==> src/rtl/mul_pkg.sv <==
// Shared types for the multiplier issue/retire controller: RV32M op encoding,
// core latency and the per-operation metadata carried alongside the core.
package mul_pkg;

    typedef enum logic [1:0] {
        MUL_OP_MUL    = 2'd0,
        MUL_OP_MULH   = 2'd1,
        MUL_OP_MULHSU = 2'd2,
        MUL_OP_MULHU  = 2'd3
    } mul_op_e;

    localparam int MUL_LAT   = 6;
    localparam int MUL_TAG_W = 5;

    typedef struct packed {
        mul_op_e                op;
        logic [MUL_TAG_W-1:0]   tag;
        logic                   neg;
    } mul_meta_t;

endpackage

==> src/rtl/mul_sync_fifo.sv <==
// Synchronous FIFO with asynchronous reset and occupancy count; read data is
// zero whenever the FIFO is empty so downstream outputs idle at zero.
module mul_sync_fifo #(
    parameter int WIDTH = 8,
    parameter int DEPTH = 8
) (
    input  logic                       clk,
    input  logic                       rst,
    input  logic                       push,
    input  logic [WIDTH-1:0]           wdata,
    input  logic                       pop,
    output logic [WIDTH-1:0]           rdata,
    output logic [$clog2(DEPTH+1)-1:0] count,
    output logic                       empty
);

    localparam int AW = $clog2(DEPTH);
    localparam int CW = $clog2(DEPTH+1);
    localparam logic [CW-1:0] FULL_CNT = CW'(DEPTH);

    logic [WIDTH-1:0] mem [DEPTH];
    logic [AW-1:0]    wr_ptr;
    logic [AW-1:0]    rd_ptr;
    logic             do_push;
    logic             do_pop;

    assign empty   = (count == '0);
    assign do_push = push & (count != FULL_CNT);
    assign do_pop  = pop & ~empty;
    assign rdata   = empty ? '0 : mem[rd_ptr];

    // Pointers wrap naturally because DEPTH is a power of two.
    always_ff @(posedge clk or posedge rst) begin
        if (rst) begin
            wr_ptr <= '0;
            rd_ptr <= '0;
            count  <= '0;
        end else begin
            if (do_push) wr_ptr <= wr_ptr + 1'b1;
            if (do_pop)  rd_ptr <= rd_ptr + 1'b1;
            count <= count + CW'(do_push) - CW'(do_pop);
        end
    end

    always_ff @(posedge clk) begin
        if (do_push) mem[wr_ptr] <= wdata;
    end

endmodule

==> src/rtl/mul_issue_ctrl.sv <==
// Issue/retire controller around the unsigned pipelined multiplier core.
// Optional performance counters are enabled with `define MUL_ISSUE_PERF_EN.
module mul_issue_ctrl
    import mul_pkg::*;
#(
    parameter int WIDTH = 32,
    parameter int TAG_W = MUL_TAG_W,
    parameter int DEPTH = 8
) (
    input  logic               clk_i,
    input  logic               rst_i,
    input  logic               req_valid_i,
    output logic               req_ready_o,
    input  logic [1:0]         req_op_i,
    input  logic [WIDTH-1:0]   req_rs1_i,
    input  logic [WIDTH-1:0]   req_rs2_i,
    input  logic [TAG_W-1:0]   req_tag_i,
    output logic               mul_start_o,
    output logic [WIDTH-1:0]   mul_rs1_o,
    output logic [WIDTH-1:0]   mul_rs2_o,
    input  logic [2*WIDTH-1:0] mul_result_i,
    input  logic               mul_valid_i,
    output logic               rsp_valid_o,
    input  logic               rsp_ready_i,
    output logic [WIDTH-1:0]   rsp_data_o,
`ifdef MUL_ISSUE_PERF_EN
    output logic [31:0]        perf_ops_o,
    output logic [31:0]        perf_stall_o,
`endif
    output logic [TAG_W-1:0]   rsp_tag_o
);

    localparam int CW = $clog2(DEPTH+1);
    localparam logic [CW:0] MAX_CREDIT = (CW+1)'(DEPTH);

    logic [CW-1:0]        meta_count;
    logic [CW-1:0]        res_count;
    logic                 meta_empty;
    logic                 res_empty;
    logic [CW:0]          credit;
    logic                 accept;
    logic                 rsp_pop;
    logic                 retire;
    mul_op_e              op;
    logic                 sign_a;
    logic                 sign_b;
    logic [WIDTH-1:0]     mag_a;
    logic [WIDTH-1:0]     mag_b;
    mul_meta_t            meta_in;
    mul_meta_t            meta_out;
    logic [2*WIDTH-1:0]   product;
    logic [WIDTH-1:0]     ret_data;
    logic [WIDTH+TAG_W-1:0] res_rdata;

    // Every accepted op owns a result slot until it is popped, whether it is
    // still inside the core (metadata FIFO) or waiting in the result FIFO.
    assign credit      = {1'b0, meta_count} + {1'b0, res_count};
    assign req_ready_o = ~rst_i & (credit < MAX_CREDIT);
    assign accept      = req_valid_i & req_ready_o;
    assign rsp_pop     = rsp_valid_o & rsp_ready_i;

    assign op     = mul_op_e'(req_op_i);
    assign sign_a = req_rs1_i[WIDTH-1] & ((op == MUL_OP_MULH) | (op == MUL_OP_MULHSU));
    assign sign_b = req_rs2_i[WIDTH-1] & (op == MUL_OP_MULH);
    assign mag_a  = sign_a ? (~req_rs1_i + WIDTH'(1)) : req_rs1_i;
    assign mag_b  = sign_b ? (~req_rs2_i + WIDTH'(1)) : req_rs2_i;

    always_ff @(posedge clk_i or posedge rst_i) begin
        if (rst_i) begin
            mul_start_o <= 1'b0;
            mul_rs1_o   <= '0;
            mul_rs2_o   <= '0;
        end else begin
            mul_start_o <= accept;
            if (accept) begin
                mul_rs1_o <= mag_a;
                mul_rs2_o <= mag_b;
            end
        end
    end

    assign meta_in.op  = op;
    assign meta_in.tag = req_tag_i;
    assign meta_in.neg = sign_a ^ sign_b;

    mul_sync_fifo #(
        .WIDTH ($bits(mul_meta_t)),
        .DEPTH (DEPTH)
    ) u_meta_fifo (
        .clk   (clk_i),
        .rst   (rst_i),
        .push  (accept),
        .wdata (meta_in),
        .pop   (retire),
        .rdata (meta_out),
        .count (meta_count),
        .empty (meta_empty)
    );

    // A core valid with no tracked operation is a stray and is dropped.
    assign retire   = mul_valid_i & ~meta_empty;
    assign product  = meta_out.neg ? (~mul_result_i + (2*WIDTH)'(1)) : mul_result_i;
    assign ret_data = (meta_out.op == MUL_OP_MUL) ? product[WIDTH-1:0]
                                                  : product[2*WIDTH-1:WIDTH];

    mul_sync_fifo #(
        .WIDTH (WIDTH + TAG_W),
        .DEPTH (DEPTH)
    ) u_res_fifo (
        .clk   (clk_i),
        .rst   (rst_i),
        .push  (retire),
        .wdata ({ret_data, meta_out.tag}),
        .pop   (rsp_pop),
        .rdata (res_rdata),
        .count (res_count),
        .empty (res_empty)
    );

    assign rsp_valid_o = ~res_empty;
    assign rsp_data_o  = res_rdata[WIDTH+TAG_W-1:TAG_W];
    assign rsp_tag_o   = res_rdata[TAG_W-1:0];

`ifdef MUL_ISSUE_PERF_EN
    always_ff @(posedge clk_i or posedge rst_i) begin
        if (rst_i) begin
            perf_ops_o   <= '0;
            perf_stall_o <= '0;
        end else begin
            if (rsp_pop)                     perf_ops_o   <= perf_ops_o + 32'd1;
            if (req_valid_i & ~req_ready_o)  perf_stall_o <= perf_stall_o + 32'd1;
        end
    end
`endif

endmodule

==> config.mk <==
export PLATFORM = sky130hd
export DESIGN_NAME = mul_issue_ctrl
export DESIGN_NICKNAME = d
export VERILOG_FILES = /design/src/rtl/mul_pkg.sv /design/src/rtl/mul_sync_fifo.sv /design/src/rtl/mul_issue_ctrl.sv
export SDC_FILE = /design/constraint.sdc
export NUM_CORES = 1
export LEC_CHECK = 0
export ABC_AREA = 1
export ABC_CLOCK_PERIOD_IN_PS = 3860
export CAP_MARGIN = 20
export CORE_AREA = 5 5 248 250
export DETAILED_ROUTE_END_ITERATION = 10
export DIE_AREA = 0 0 253 255
export PLACE_DENSITY = 0.6
export SLEW_MARGIN = 10
export SYNTH_ARGS = -nofsm -noshare
export SYNTH_HDL_FRONTEND = slang
export SYNTH_SLANG_ARGS = --single-unit
==> constraint.sdc <==
create_clock -name clk_i -period 3.86 [get_ports clk_i]
set_input_delay 0.772 -clock clk_i [delete_from_list [all_inputs] [get_ports clk_i]]
set_output_delay 0.772 -clock clk_i [all_outputs]
set_load 0.03 [all_outputs]
==> impl_metrics.json, run 1 <==
{
  "end_kind": "output pin",
  "postCtsHoldBufs": 0,
  "ir_drop_mv": 0.696,
  "worstSetupStartpointType": "register",
  "syn_inst": 2444,
  "gr-total-overflow": 0,
  "cts_root_buf": "clkbuf_16",
  "leakage_nw": 10.7,
  "fin_hold_ws_ns": 0.478,
  "gp_congestion": 0.980,
  "synth_edf_count": 360,
  "critical_path.max_fanout": 39,
  "cts_max_level": 2,
  "drc": 0,
  "synth_cell_types": 40,
  "cts_max_path_buffers": 3,
  "fin_ws_ns": 0.187,
  "worst_pin_slew_ns": 0.926,
  "hp-class": "reg -> reg",
  "cts_tree": "yes",
  "arrival_ns": 2.90,
  "syn-num-nets": 2609,
  "avgSynthCellArea_um2": 9.05,
  "period_needed_ns": 3.67,
  "nets": 2846,
  "cp-endpoint": "rsp_data_o[10]",
  "routed_wirelength_um": 67500,
  "drive_above_1_share_pct": 6.51,
  "critPathLaunch": "u_res_fifo.rd_ptr[1]",
  "yosys_warnings": 0,
  "cts_sinks": 445,
  "maxSlewHeadroom_pct": 38.3,
  "port-buffer-count": 243,
  "crit_type": "reg -> out",
  "yosysTopAreaCellShare_pct": 48.9,
  "synth-seq-cells": 445,
  "maxCapViolCount": 0,
  "area_growth_pct": 23.8,
  "place_ws_ns": 0.528,
  "ys_async_sr_fraction_pct": 19.1,
  "num_vias": 18107,
  "ff2ff_path_depth": 12,
  "worstPathRequired_ns": 3.09,
  "rrSetupSlack_ns": 0.74,
  "initial_core_util_pct": 37.6,
  "rsz0062_at_grt": "false",
  "maxSlewViolCount": 0,
  "layout_worst_path_cycle_share_pct": 95.1,
  "antenna_found_initial": 3,
  "dp_hpwl_um": 46900,
  "ys_seq_area_share_pct": 58.5,
  "finalPower_mw": 24.6,
  "fin_tns_setup_ns": 0,
  "grt_pass1_vias": 17276,
  "dieArea_mm2": 0.0645,
  "drt-initial-drc-count": 1448,
  "status": "finished clean",
  "track_usage_pct": 20.1,
  "grt_start_max_net_pins": 150,
  "skew_ns": 0.0228,
  "io_pins": 244,
  "yosysTopAreaCell": "edfxtp_1",
  "wl_per_cell_um": 19.3,
  "hold_viol_final": 0,
  "dieHeight_um": 255,
  "viasPerCell": 5.18,
  "rows": 89,
  "ant_nets": 0,
  "synth.cell_area_mm2": 0.0221,
  "clk_latency_ns": 0.57,
  "clk_pin_slew_ns": 0.06,
  "ys.flop_type": "edfxtp_1",
  "grt_pass1_wl_um": 102000,
  "fp.dieW_um": 253,
  "r2r-end": "u_res_fifo.count[2]",
  "r2r-start": "u_res_fifo.count[2]",
  "max_freq_ghz": 0.272,
  "firstDrtPassIters": 6,
  "p_per_area_mw_per_mm2": 897,
  "cts_buffers": 48,
  "setup_viol": 0,
  "core_mm2": 0.0588,
  "yosys-top-cells-area": "edfxtp_1 49%, dfrtp_1 9.6%, nor2_1 9.3%"
}
[flip-flops by register name (all words and copies together) (netlist names)]
| name | cells |
|---|---|
| u_meta_fifo.count | 4 |
| mul_rs1_o | 32 |
| u_res_fifo.mem | 296 |
| u_res_fifo.wr_ptr | 3 |
| u_meta_fifo.wr_ptr | 3 |
| u_res_fifo.rd_ptr | 3 |
| mul_start_o | 1 |
| mul_rs2_o | 32 |
| u_meta_fifo.mem | 64 |
| u_res_fifo.count | 4 |
| u_meta_fifo.rd_ptr | 3 |
[area by class of cell]
type | instances | area (um^2)
Antenna cell | 3 | 7.51
Clock buffer | 59 | 1260
Clock inverter | 29 | 246
Fill cell | 5546 | 31400
Inverter | 186 | 707
Multi-Input combinational cell | 1704 | 8040
Sequential cell | 445 | 12900
Tap cell | 773 | 967
Timing Repair Buffer | 296 | 3210
[kinds of logic (layout without fill, tap and decap cells)]
kind of cell | count (synthesis) | in the layout | share of synthesized area, %
AND/OR/NAND/NOR | 1335 | 1335 | 24.7
buffers and inverters | 295 | 570 | 5.47
adder cells (fa/ha/maj) | 25 | 25 | 1.48
AO/OA/AOI/OAI | 312 | 312 | 8.62
flip-flops | 445 | 445 | 58.5
other | 0 | 3 | 0
XOR/XNOR | 32 | 32 | 1.27
[worst min path at each step]
stage                     startpoint                    end  slack [ns]  depth (start not counted)
2_1_floorplan  u_meta_fifo.wr_ptr[0]  u_meta_fifo.wr_ptr[0]        0.48                          2
3_3_place_gp           mul_rs2_o[28]          mul_rs2_o[28]        0.46                          2
3_5_place_dp           mul_rs1_o[28]          mul_rs1_o[28]        0.46                          2
4_1_cts                mul_rs2_o[29]          mul_rs2_o[29]        0.48                          2
5_1_grt                mul_rs2_o[18]          mul_rs2_o[18]        0.51                          2
6_report               mul_rs2_o[29]          mul_rs2_o[29]        0.48                          2
[synth_stat cells, drive strengths merged (8+ instances only)]
master,n
nand2,498
dfrtp,85
edfxtp,360
buf,54
nor2,553
nand4,19
nor3,12
a21oi,8
o32ai,74
nand3,235
o21ai,198
xor2,26
o21bai,16
o22ai,10
inv,185
ha,23
clkbuf,55
[per-stage QoR]
| step | utilization [%] | instances | cell area (um^2) |
|---|---|---|---|
| after floorplan | - | 2444 | 22100 |
| final | 46.6 | 3495 | 27400 |
| after detailed placement | 43.9 | 3402 | 25800 |
| after global placement | 43.9 | 3402 | 25800 |
| after CTS | 46.5 | 3490 | 27300 |
| after global routing | 46.6 | 3492 | 27400 |
[critical path, stage by stage (launching register included)]
cell and delay [ns]:
dfrtp_4 0.67, buf_12 0.26, o32ai_1 0.32, nor2_1 0.07
nor2_1 0.25, clkdlybuf4s50_1 0.72
[where the power goes]
group	total (mW)	leakage (nW)	internal (mW)	switching, mW
registers	8.21	4.32	7.63	0.573
logic	11.9	5.64	4.03	7.91
clock network	4.42	0.742	2.59	1.83
total	24.6	10.7	14.3	10.3
[layer usage]
| metal | wire length, um | global-route usage (%) |
|---|---|---|
| met5 | 11 | 0 |
| met4 | 1430 | 4.91 |
| met2 | 32000 | 33.4 |
| met1 | 28400 | 26.6 |
| met3 | 5570 | 5.19 |
[placed cells by master (no fill, tap or decap), types with 16 or more instances in the layout]
| cell type | count |
|---|---|
| buf_12 | 32 |
| clkdlybuf4s50_1 | 216 |
| nand4_1 | 19 |
| o32ai_1 | 74 |
| nand2_1 | 496 |
| o21bai_1 | 16 |
| o21ai_0 | 185 |
| ha_1 | 23 |
| nor2_1 | 539 |
| dfrtp_1 | 83 |
| buf_4 | 45 |
| nand3_1 | 232 |
| edfxtp_1 | 360 |
| inv_1 | 180 |
| clkbuf_16 | 50 |
| xor2_1 | 26 |
[timing repair]
item / 4_1_cts / 5_1_grt
endpoints found under the setup margin: 0 / 16
gates resized for setup: 0 / 4
buffers inserted: 0 / 1
No activity file was read; power rests on OpenSTA's default activity.
==> run 2: changes to the inputs <==
--- a/config.mk
+++ b/config.mk
@@ -9,10 +9,10 @@
 export ABC_CLOCK_PERIOD_IN_PS = 3860
 export CAP_MARGIN = 20
 export CORE_AREA = 5 5 248 250
+export CTS_CLUSTER_DIAMETER = 80
 export DETAILED_ROUTE_END_ITERATION = 10
 export DIE_AREA = 0 0 253 255
 export PLACE_DENSITY = 0.6
-export SLEW_MARGIN = 10
 export SYNTH_ARGS = -nofsm -noshare
 export SYNTH_HDL_FRONTEND = slang
 export SYNTH_SLANG_ARGS = --single-unit
==> impl_metrics.json, run 2 (same netlist as run 1, synthesis figures left out) <==
{
  "status": "finished clean",
  "fp.dieW_um": 253,
  "grt_pass1_wl_um": 102000,
  "critical_path.max_fanout": 37,
  "drive_above_1_share_pct": 6.65,
  "gp_congestion": 0.980,
  "ant_nets": 0,
  "ir_drop_mv": 0.703,
  "rrSetupSlack_ns": 0.74,
  "p_per_area_mw_per_mm2": 903,
  "routed_wirelength_um": 67700,
  "cts_sinks": 445,
  "period_needed_ns": 3.70,
  "hold_path_startpoint": "mul_rs2_o[29]",
  "min_path_cells": 2,
  "holdPathEnd": "mul_rs2_o[29]",
  "finalPower_mw": 24.8,
  "cts_root_buf": "clkbuf_16",
  "io_pins": 244,
  "maxSlewHeadroom_pct": 37.4,
  "reg.largest.list": "u_res_fifo.mem (296), u_meta_fifo.mem (64)",
  "worst_pin_slew_ns": 0.938,
  "cts_max_path_buffers": 3,
  "leakage_nw": 10.8,
  "most-common-layout-cells": "539 x nor2_1, 496 x nand2_1, 360 x edfxtp_1, 232 x nand3_1, 216 x clkdlybuf4s50_1",
  "clk_latency_ns": 0.60,
  "grt_start_max_net_pins": 150,
  "viasPerCell": 5.22,
  "r2r-start": "u_res_fifo.count[2]",
  "worstPathRequired_ns": 3.09,
  "wl_per_cell_um": 19.4,
  "fin_tns_setup_ns": 0,
  "dp_hpwl_um": 46900,
  "crit_type": "reg -> out",
  "largest-register": "u_res_fifo.mem",
  "end_kind": "output pin",
  "worstSetupStartpointType": "register",
  "cts_tree": "yes",
  "skew_ns": 0.0207,
  "ff2ff_path_depth": 12,
  "port-buffer-count": 243,
  "core_mm2": 0.0588,
  "firstDrtPassIters": 5,
  "layout_commonest_cell": "nor2_1",
  "dieHeight_um": 255,
  "antenna_found_initial": 3,
  "track_usage_pct": 20.3,
  "hp-class": "reg -> reg",
  "area_growth_pct": 24.3,
  "layout_worst_path_cycle_share_pct": 96.0,
  "gr-total-overflow": 0,
  "postCtsHoldBufs": 0,
  "nets": 2847,
  "hold_viol_final": 0,
  "fin_hold_ws_ns": 0.476,
  "rows": 89,
  "maxCapViolCount": 0,
  "grt_pass1_vias": 17362,
  "maxSlewViolCount": 0,
  "max_freq_ghz": 0.270,
  "r2r-end": "u_res_fifo.count[2]",
  "cts_buffers": 49,
  "dieArea_mm2": 0.0645,
  "largest_register_ffs": 296,
  "drc": 0,
  "drt-initial-drc-count": 1470,
  "rsz0062_at_grt": "false",
  "num_vias": 18264,
  "initial_core_util_pct": 37.6,
  "cts_max_level": 2,
  "arrival_ns": 2.93,
  "setup_viol": 0,
  "final_util_pct": 46.8,
  "clk_pin_slew_ns": 0.06
}
[run 2: timing repair]
item,in CTS,in global routing
buffers inserted,1,0
cloned,0,1
endpoints found under the setup margin,1,11
resized for setup,0,4
hold endpoints to repair,0,0
[run 2: cell type report]
class | instances | area, um^2
Sequential cell | 445 | 12900
Clock buffer | 56 | 1260
Antenna cell | 3 | 7.51
Fill cell | 5546 | 31300
Inverter | 186 | 707
Clock inverter | 35 | 359
Tap cell | 773 | 967
Multi-Input combinational cell | 1704 | 8040
Timing Repair Buffer | 296 | 3210
[run 2: power breakdown]
part / switching, mW / internal (mW) / total (mW)
clock network: 1.96 / 2.72 / 4.67
logic: 7.91 / 4.03 / 11.9
registers: 0.572 / 7.63 / 8.21
[run 2: how the worst max path moves through the flow]
stage                         startpoint               endpoint  cells after the start
global placement         mul_result_i[0]  u_res_fifo.mem[3][29]                     12
detailed placement       mul_result_i[0]  u_res_fifo.mem[3][29]                     12
floorplan                    mul_valid_i   u_res_fifo.mem[0][0]                      5
finish              u_res_fifo.rd_ptr[0]         rsp_data_o[10]                      7
global route        u_res_fifo.rd_ptr[0]          rsp_data_o[9]                      7
CTS                 u_res_fifo.rd_ptr[0]          rsp_data_o[6]                      6
[run 2: worst max-delay path, cell delays in order (launching register included)]
cell	delay, ns
dfrtp_4	0.55
inv_8	0.22
buf_4	0.22
nor2_1	0.05
o32ai_1	0.25
nor2_1	0.07
nor2_1	0.25
clkdlybuf4s50_1	0.72
[run 2: routing by layer]
metal	GRT usage (%)	wire (um)
met4	4.77	1380
met5	0	11
met3	4.81	5480
met1	27.1	28600
met2	33.9	32200
[run 2: stage by stage]
step / cells / setup WS [ns] / cell area [um^2]
2_1_floorplan: 2444 / 0.513 / 22100
3_3_place_gp: 3402 / 0.592 / 25800
3_5_place_dp: 3402 / 0.528 / 25800
4_1_cts: 3494 / 0.0117 / 27500
5_1_grt: 3495 / 0.0182 / 27500
6_report: 3498 / 0.156 / 27500
